## src/rtl/vend_pkg.sv

```systemverilog
// Shared vending definitions: coin codes, cent values and dispenser states.
package vend_pkg;

    typedef enum logic [1:0] {
        COIN_NONE = 2'b00,
        COIN_5    = 2'b01,
        COIN_10   = 2'b10,
        COIN_25   = 2'b11
    } coin_t;

    localparam int CENTS_5  = 5;
    localparam int CENTS_10 = 10;
    localparam int CENTS_25 = 25;

    localparam int AMT_W_DEF    = 7;
    localparam int INV_W_DEF    = 4;
    localparam int INV_INIT_DEF = 15;

    typedef enum logic [1:0] {
        ST_IDLE   = 2'd0,
        ST_SELECT = 2'd1,
        ST_EJECT  = 2'd2,
        ST_DONE   = 2'd3
    } disp_state_t;

    function automatic int coin_cents(coin_t c);
        int v;
        v = 0;
        unique case (c)
            COIN_5:  v = CENTS_5;
            COIN_10: v = CENTS_10;
            COIN_25: v = CENTS_25;
            default: v = 0;
        endcase
        return v;
    endfunction

endpackage

```

## src/rtl/change_dispenser_ctrl_if.sv

```systemverilog
// Request and hopper handshakes of the change dispenser.
interface change_dispenser_ctrl_if #(
    parameter int AMT_W = 7
);
    logic             req_valid;
    logic [AMT_W-1:0] req_amount;
    logic             req_ready;
    logic             eject_valid;
    vend_pkg::coin_t  eject_coin;
    logic             eject_ready;

    modport master (
        output req_valid,
        output req_amount,
        output eject_ready,
        input  req_ready,
        input  eject_valid,
        input  eject_coin
    );

    modport slave (
        input  req_valid,
        input  req_amount,
        input  eject_ready,
        output req_ready,
        output eject_valid,
        output eject_coin
    );
endinterface

```

## src/rtl/change_dispenser_ctrl_coin_select.sv

```systemverilog
// Greedy coin picker: largest in-stock coin not exceeding the amount owed.
module coin_select
    import vend_pkg::*;
#(
    parameter int AMT_W = 7,
    parameter int INV_W = 4
) (
    input  logic [AMT_W-1:0] remaining,
    input  logic [INV_W-1:0] inv_5,
    input  logic [INV_W-1:0] inv_10,
    input  logic [INV_W-1:0] inv_25,
    output coin_t            coin,
    output logic             found
);

    logic fit_5;
    logic fit_10;
    logic fit_25;

    assign fit_5  = (remaining >= AMT_W'(CENTS_5))  && (inv_5  != '0);
    assign fit_10 = (remaining >= AMT_W'(CENTS_10)) && (inv_10 != '0);
    assign fit_25 = (remaining >= AMT_W'(CENTS_25)) && (inv_25 != '0);

    always_comb begin
        coin  = COIN_NONE;
        found = 1'b0;
        if (fit_25) begin
            coin  = COIN_25;
            found = 1'b1;
        end else if (fit_10) begin
            coin  = COIN_10;
            found = 1'b1;
        end else if (fit_5) begin
            coin  = COIN_5;
            found = 1'b1;
        end
    end

endmodule

```

## src/rtl/change_dispenser_ctrl.sv

```systemverilog
// Change dispenser: pays a requested amount greedily, one coin per
// hopper handshake, tracking per-denomination stock and shortfall.
module change_dispenser_ctrl
    import vend_pkg::*;
#(
    parameter int AMT_W    = AMT_W_DEF,
    parameter int INV_W    = INV_W_DEF,
    parameter int INV_INIT = INV_INIT_DEF
) (
    input  logic                    clk,
    input  logic                    rst_n,
    change_dispenser_ctrl_if.slave  bus,
    input  logic                    refill,
    output logic                    done,
    output logic                    short,
    output logic [AMT_W-1:0]        remaining,
    output logic [INV_W-1:0]        inv_5,
    output logic [INV_W-1:0]        inv_10,
    output logic [INV_W-1:0]        inv_25
);

    disp_state_t      state;
    disp_state_t      state_nx;
    logic [AMT_W-1:0] rem_q;
    logic             short_q;
    coin_t            coin_q;
    logic [INV_W-1:0] inv5_q;
    logic [INV_W-1:0] inv10_q;
    logic [INV_W-1:0] inv25_q;

    coin_t sel_coin;
    logic  sel_found;
    logic  accept;
    logic  take;
    logic  reload;

    coin_select #(
        .AMT_W (AMT_W),
        .INV_W (INV_W)
    ) u_sel (
        .remaining (rem_q),
        .inv_5     (inv5_q),
        .inv_10    (inv10_q),
        .inv_25    (inv25_q),
        .coin      (sel_coin),
        .found     (sel_found)
    );

    // Handshake outputs decode the state register so reset drops them at once
    assign bus.req_ready   = (state == ST_IDLE);
    assign bus.eject_valid = (state == ST_EJECT);
    assign bus.eject_coin  = bus.eject_valid ? coin_q : COIN_NONE;
    assign done            = (state == ST_DONE);

    assign accept = bus.req_ready && bus.req_valid;
    assign take   = bus.eject_valid && bus.eject_ready;
    assign reload = bus.req_ready && refill;

    assign short     = short_q;
    assign remaining = rem_q;
    assign inv_5     = inv5_q;
    assign inv_10    = inv10_q;
    assign inv_25    = inv25_q;

    always_ff @(posedge clk or negedge rst_n) begin
        if (!rst_n) begin
            state <= ST_IDLE;
        end else begin
            state <= state_nx;
        end
    end

    always_comb begin
        state_nx = state;
        unique case (state)
            ST_IDLE: begin
                if (bus.req_valid) begin
                    state_nx = ST_SELECT;
                end
            end
            ST_SELECT: begin
                state_nx = sel_found ? ST_EJECT : ST_DONE;
            end
            ST_EJECT: begin
                if (bus.eject_ready) begin
                    state_nx = ST_SELECT;
                end
            end
            ST_DONE: begin
                state_nx = ST_IDLE;
            end
            default: begin
                state_nx = ST_IDLE;
            end
        endcase
    end

    always_ff @(posedge clk or negedge rst_n) begin
        if (!rst_n) begin
            rem_q   <= '0;
            short_q <= 1'b0;
            coin_q  <= COIN_NONE;
        end else begin
            if (accept) begin
                rem_q   <= bus.req_amount;
                short_q <= 1'b0;
            end else if (take) begin
                rem_q <= rem_q - AMT_W'(coin_cents(coin_q));
            end
            if (state == ST_SELECT) begin
                if (sel_found) begin
                    coin_q <= sel_coin;
                end else begin
                    short_q <= (rem_q != '0);
                end
            end
        end
    end

    // Refill loads rather than adds, so stock is capped at INV_INIT
    always_ff @(posedge clk or negedge rst_n) begin
        if (!rst_n) begin
            inv5_q  <= INV_W'(INV_INIT);
            inv10_q <= INV_W'(INV_INIT);
            inv25_q <= INV_W'(INV_INIT);
        end else if (reload) begin
            inv5_q  <= INV_W'(INV_INIT);
            inv10_q <= INV_W'(INV_INIT);
            inv25_q <= INV_W'(INV_INIT);
        end else if (take) begin
            unique case (coin_q)
                COIN_5:  inv5_q  <= inv5_q  - INV_W'(1);
                COIN_10: inv10_q <= inv10_q - INV_W'(1);
                COIN_25: inv25_q <= inv25_q - INV_W'(1);
                default: ;
            endcase
        end
    end

endmodule

```

## src/flat_wrapper.sv

```systemverilog
// flat-port wrapper written by rule: the top's interface ports become plain ports
module change_dispenser_ctrl_flat import vend_pkg::*;
#(
    parameter int AMT_W    = AMT_W_DEF,
    parameter int INV_W    = INV_W_DEF,
    parameter int INV_INIT = INV_INIT_DEF
)
  (clk, rst_n, refill, done, short, remaining, inv_5, inv_10, inv_25, bus_req_valid, bus_req_amount, bus_eject_ready, bus_req_ready, bus_eject_valid, bus_eject_coin);
  change_dispenser_ctrl_if #(.AMT_W(AMT_W)) bus_i ();
  input  logic clk;
  input  logic rst_n;
  input  logic refill;
  output logic done;
  output logic short;
  output logic [AMT_W-1:0] remaining;
  output logic [INV_W-1:0] inv_5;
  output logic [INV_W-1:0] inv_10;
  output logic [INV_W-1:0] inv_25;
  input wire logic [$bits(bus_i.req_valid)-1:0] bus_req_valid;
  input wire logic [$bits(bus_i.req_amount)-1:0] bus_req_amount;
  input wire logic [$bits(bus_i.eject_ready)-1:0] bus_eject_ready;
  output wire logic [$bits(bus_i.req_ready)-1:0] bus_req_ready;
  output wire logic [$bits(bus_i.eject_valid)-1:0] bus_eject_valid;
  output wire logic [$bits(bus_i.eject_coin)-1:0] bus_eject_coin;
  assign bus_i.req_valid = bus_req_valid;
  assign bus_i.req_amount = bus_req_amount;
  assign bus_i.eject_ready = bus_eject_ready;
  assign bus_req_ready = bus_i.req_ready;
  assign bus_eject_valid = bus_i.eject_valid;
  assign bus_eject_coin = bus_i.eject_coin;
  change_dispenser_ctrl #(.AMT_W(AMT_W), .INV_W(INV_W), .INV_INIT(INV_INIT)) u_core (.clk(clk), .rst_n(rst_n), .bus(bus_i), .refill(refill), .done(done), .short(short), .remaining(remaining), .inv_5(inv_5), .inv_10(inv_10), .inv_25(inv_25));
endmodule
```

## config.mk

```make
export PLATFORM = sky130hd
export DESIGN_NAME = change_dispenser_ctrl_flat
export DESIGN_NICKNAME = d
export VERILOG_FILES = /design/src/rtl/vend_pkg.sv /design/src/rtl/change_dispenser_ctrl_if.sv /design/src/rtl/change_dispenser_ctrl_coin_select.sv /design/src/rtl/change_dispenser_ctrl.sv /design/src/flat_wrapper.sv
export SDC_FILE = /design/constraint.sdc
export NUM_CORES = 1
export LEC_CHECK = 0
export ABC_CLOCK_PERIOD_IN_PS = 1980
export CAP_MARGIN = 20
export CORE_MARGIN = 3
export CORE_UTILIZATION = 49
export CTS_CLUSTER_SIZE = 40
export DETAILED_ROUTE_END_ITERATION = 8
export PLACE_DENSITY_LB_ADDON = 0.15
export SLEW_MARGIN = 20
export SYNTH_ARGS = -nofsm -noshare
export SYNTH_HDL_FRONTEND = slang
export SYNTH_SLANG_ARGS = --single-unit
```

## constraint.sdc

```tcl
create_clock -name clk -period 1.98 [get_ports clk]
set_input_delay 0.297 -clock clk [delete_from_list [all_inputs] [get_ports clk]]
set_output_delay 0.297 -clock clk [all_outputs]
set_load 0.01 [all_outputs]
```

Yosys cells after proc, flatten, opt, wreduce, memory -nomap -nowiden
Index checks and enable logic that the tools add are counted.
{ "word_totals": {"out_inout_bits": 25, "wordCells": 71, "reg_bits": 24, "input_bits": 12} }
{ "op_classes": {"n_eq_ne": 8, "magnitude_cmp": 3, "n_addsub": 4, "mux": 28, "reduce_logical": 21} }
{ "op_table": {"columns": ["cell", "count"], "rows": [
  ["$mux W4", 9],
  ["$mux W7", 4],
  ["$pmux W5 S3", 1],
  ["$reduce_bool A4 Y1", 3],
  ["$sub A4 B1 Y4 const B", 3],
  ["$mux W2", 5],
  ["$reduce_and A2 Y1", 5],
  ["$reduce_bool A2 Y1", 5],
  ["$eq A2 B2 Y1 const B", 4],
  ["$mux W1", 8],
  ["$pmux W2 S4", 1],
  ["$ge A7 B3 Y1 const B", 1],
  ["$ge A7 B4 Y1 const B", 1],
  ["$ge A7 B5 Y1 const B", 1],
  ["$reduce_bool A7 Y1", 1],
  ["$sub A7 B7 Y7", 1],
  ["$logic_and A1 B1 Y1", 6],
  ["$eq A2 B1 Y1 const B", 2],
  ["$ne A2 B2 Y1 const B", 2],
  ["$logic_not A2 Y1", 1]
]} }

Depth between registers and ports, before layout
{ "depth": {"word_depth": 7, "mapped_depth": 8, "ltp_nobuf": 8} }

Hierarchy
Synthesis repeated with hierarchy kept, for this count alone.
{ "hier_totals": {"cells_unflattened": 173, "area_unflattened_um2": 1660.3} }
{ "modules_own_cells": {"columns": ["module", "seq_area_each_um2", "area_per_inst_um2", "cells_each", "n_inst"], "rows": [
  ["change_dispenser_ctrl", 615.6, 1541.5, 156, 1],
  ["coin_select", 0.0, 118.9, 17, 1]
]} }

Least setup slack after synthesis
Ideal clock, no wire load.
{ "synth_path": {"kind": "register to register", "from": "reg u_core.rem_q[0], in the netlist u_core.remaining[0]", "to": "reg u_core.rem_q[6], in the netlist u_core.remaining[6]", "setup_time_ns": 0.126, "n_path_buf": 0, "arrival_ns": 1.748, "setup_slack_ns": 0.106, "path_stages_with_launch": 9, "period_less_slack_ns": 1.874, "path_cell_list": "dfrtp_1 > inv_1 > ha_1 > fa_1 > nand2b_1 > a21oi_1 > and2b_1 > xnor2_1 > a21oi_1"} }
{ "synth_via": {"elab_chain_cells": 3} }
{ "synth_lines": {"columns": ["element", "line", "source"], "rows": [
  ["start, declared", "change_dispenser_ctrl.sv:24", "logic [AMT_W-1:0] rem_q;"],
  ["start signal, assigned", "change_dispenser_ctrl.sv:105", "rem_q <= bus.req_amount;"],
  ["start signal, assigned", "change_dispenser_ctrl.sv:108", "rem_q <= rem_q - AMT_W'(coin_cents(coin_q));"],
  ["$sub A7 B7 Y7", "change_dispenser_ctrl.sv:108", null],
  ["$mux W7", "change_dispenser_ctrl.sv:107", "end else if (take) begin"],
  ["$mux W7", "change_dispenser_ctrl.sv:104", "if (accept) begin"]
]} }
Every way passes these cells. The select of a mux whose other input is x is not followed.
A chain may end at the register's enable or synchronous reset.

Worst setup path in the final report
{ "layout_path": {"from": "reg u_core.state[1]", "to": "out bus_req_ready"} }
{ "layout_via": {"elab_chain_cells": 1} }
{ "layout_lines": {"columns": ["element", "line", "source"], "rows": [
  ["start, declared", "change_dispenser_ctrl.sv:22", "disp_state_t state;"],
  ["start signal, assigned", "change_dispenser_ctrl.sv:69", "state <= state_nx;"],
  ["$logic_not A2 Y1", "change_dispenser_ctrl.sv:50", "assign bus.req_ready = (state == ST_IDLE);"],
  ["end, declared", "flat_wrapper.sv:22", "output wire logic [$bits(bus_i.req_ready)-1:0] bus_req_ready;"]
]} }
Every way passes these cells.

==> impl_results.md <==
- Worst endpoint data arrival time: 1.60 ns
- Worst flop-to-flop path startpoint: u_core.coin_q[0]
- Routed WL per cell: between 15 and 20 um
- CP max FO: 6
- Predominant post-synthesis flop cell: dfstp_2
- Largest net degree at the start of global routing: 25
- Max-cap violation count: 0
- Root buf cell: clkbuf_4
- Core ar.: between 2000 and 3000 um2
- Static Leakage: 0.931 nW
- Async SR Flop Fraction: 1.00
- Top achievable clock speed: approximately 0.53 GHz
- Fin. Hold Viols: 0
- CP max-delay cell: clkdlybuf4s50_1
- Die area: between 3000 and 4000 um2
- Initial Util: 0.536
- Clock sink total: 24
- Post-synth EDFFs: 0
- Total track usage: 0.216
- Worst path cell trace: nor2_2 > clkdlybuf4s50_1
- Via density: approximately 5.7
- Clock latency on the worst-skew pair: 0.34 ns
- GRT overflow: 0
- Synthesis-to-finish area growth: 34.4%
- # H-tree levels: 1
- Die H: between 60 and 70 um
- Layout cell share with drive strength beyond 1: 0.212
- Slew at the pin closest to its max-slew limit: between 0.4 and 0.5 ns
- Setup TNS: 0 ns
- Status: finished, final reports clean
- PnR worst setup slack: roughly 0.08 ns
- Diode count: 0
- Hold_ws: ~0.3 ns
- Maximum VDD drop: between 1 and 1.5 mV
- Slew headroom: 0.715
- Crit path max-delay family: buffers and inverters
- Clock transition at path regs: between 0.1 and 0.15 ns
- Nets: between 200 and 250
- Final Critical Period: about 1.9 ns
- Mean post-synth cell area: around 9.3 um2
- PortBufs: 36
- Vias: between 1000 and 1500
- Post-Place Worst Slack: between 0.002 and 0.003 ns
- CTS Buf Count: 3
- Slew Limit Fails: 0
- Synth unique cells: 38
- Routed WL: roughly 3.8 mm
- Hold WC Path Type: input pin to asynchronous set/reset pin
- CTS tree: built
- Setup CP Type: flop to output port
- RSZ-0062 raised after global routing: yes
- Row count: 19
- CTS max path bufs: 2
- Final core occ: 0.720
- Detailed Routing Iterations Pass 1: 4
- DRC: 0
- Slowest stage delay, CP: between 0.5 and 0.6 ns
- Period utilisation layout: 0.960
- IO Count: 37
- CP required: roughly 1.7 ns
- Initial antenna violation count: 0
- Antenna-violating nets left: 0
- Power per cell area: approximately 1500 nW/um2
- Worst Path Buf+Inv: 1
- Synthesized flop and latch total: 24
- Mapped Area: 1530 um2
- Register area share after synthesis: 0.403
- RePlAce Congestion: around 0.80
- CP endpoint kind: output port
- Ys Warns: 0
- CTS hold repair buffers: 0
- Area share of the largest cell type after synthesis: 0.206
- First-pass GRT wire length: 6.07 mm
- Vias in the first global route: approximately 1400
- Crit. Startpoint: u_core.state[1]
- Area contributors post-synth: dfstp_2, dfrtp_1, ha_1
- Post-Syn Nets: ~190
- Post-DP HPWL: between 2 and 3 mm
- Tot Pwr: around 3 mW
- Synth area leader: dfstp_2
- Worst setup SP type: flop
- Setup violators final: 0
- DRT iter0 DRCs: 90
- Die X: 61.9 um
- Worst clock skew: between 0.01 and 0.015 ns
- Post-Syn Instances: about 170
stage by stage:
stage	cell area, um2	cells
2_1_floorplan	1530	165
3_3_place_gp	1950	234
3_5_place_dp	1950	234
4_1_cts	2010	241
5_1_grt	2050	243
6_report	2050	243
final timing paths:
check | endpoint | slack, ns | depth (start not counted)
min reg2reg | u_core.inv_5[1] | 0.55 | 2
min in group clk | u_core.remaining[5] | 0.53 | 3
min | u_core.state[1] | 0.30 | 2
max in group asynchronous | u_core.inv_25[3] | 1.37 | 2
max reg2reg | u_core.remaining[6] | 0.08 | 7
max | bus_req_ready | 0.08 | 2
synthesized netlist by cell type (2+ instances only):
library cell	n
nor3_1	3
and2b_1	2
xnor2_1	7
nand2b_1	6
ha_1	8
nor2_1	21
buf_2	2
mux2_2	2
o211ai_1	3
a21oi_1	8
dfstp_2	12
nor4_4	3
o21ai_0	14
inv_1	14
dfrtp_1	12
nand2_1	20
nor2b_1	3
or2_4	2
and2_1	2
xor2_1	2
a31oi_1	2
final cells by class:
type	instances	area, um2
flip-flops and latches	24	617
multi-input cells	124	885
repair buffers	46	433
well taps	31	38.8
inverters	14	55.1
fillers	229	798
clock buffers	4	26.3
layer usage:
layer / share of wire / GRT usage
met1: 0.43 / 0.263
met2: 0.49 / 0.383
met3: 0.066 / 0.0517
met4: 0.015 / 0.0515
met5: 0 / 0
sequential cells by signal, summed over array words and instances (netlist names):
signal / flops
u_core.short: 1
u_core.coin_q: 2
u_core.inv_5: 4
u_core.inv_25: 4
u_core.state: 2
u_core.remaining: 7
u_core.inv_10: 4
repair_timing:
item	4_1_cts	5_1_grt
gates resized for setup	6	7
endpoints found under the setup margin	5	3
buffers inserted	3	2
pin swaps	0	4
hold endpoints to repair	0	0
report_power, final:
part           switching, mW  internal [mW]
clock network          0.160         0.0793
registers              0.233          0.678
logic                  0.914          0.926
total                   1.31           1.68
kinds of logic after synthesis:
| family | Yosys count | synth area share |
|---|---|---|
| flip-flops | 24 | 0.403 |
| AND/OR/NAND/NOR | 68 | 0.264 |
| AO/OA/AOI/OAI | 35 | 0.139 |
| XOR/XNOR | 9 | 0.0516 |
| adder cells (fa/ha/maj) | 9 | 0.0786 |
| buffers and inverters | 17 | 0.0434 |
| multiplexers | 3 | 0.0213 |
placed cells by master, fill, tap and decap left out, types with 2 or more instances in the layout:
master,count
mux2_2,2
inv_1,13
dfstp_2,12
clkdlybuf4s50_1,34
xnor2_1,7
nor2b_1,3
nor3_1,3
clkbuf_4,3
buf_4,10
and2_1,2
nand2_1,20
o211ai_1,3
nand2b_1,4
a21oi_1,7
nor2_1,20
dlygate4sd2_1,2
ha_1,7
nor4_4,3
a31oi_1,2
dfrtp_1,11
xor2_1,2
or2_4,2
o21ai_0,13
nand2b_4,2
Power figures use the tool's default switching activity.
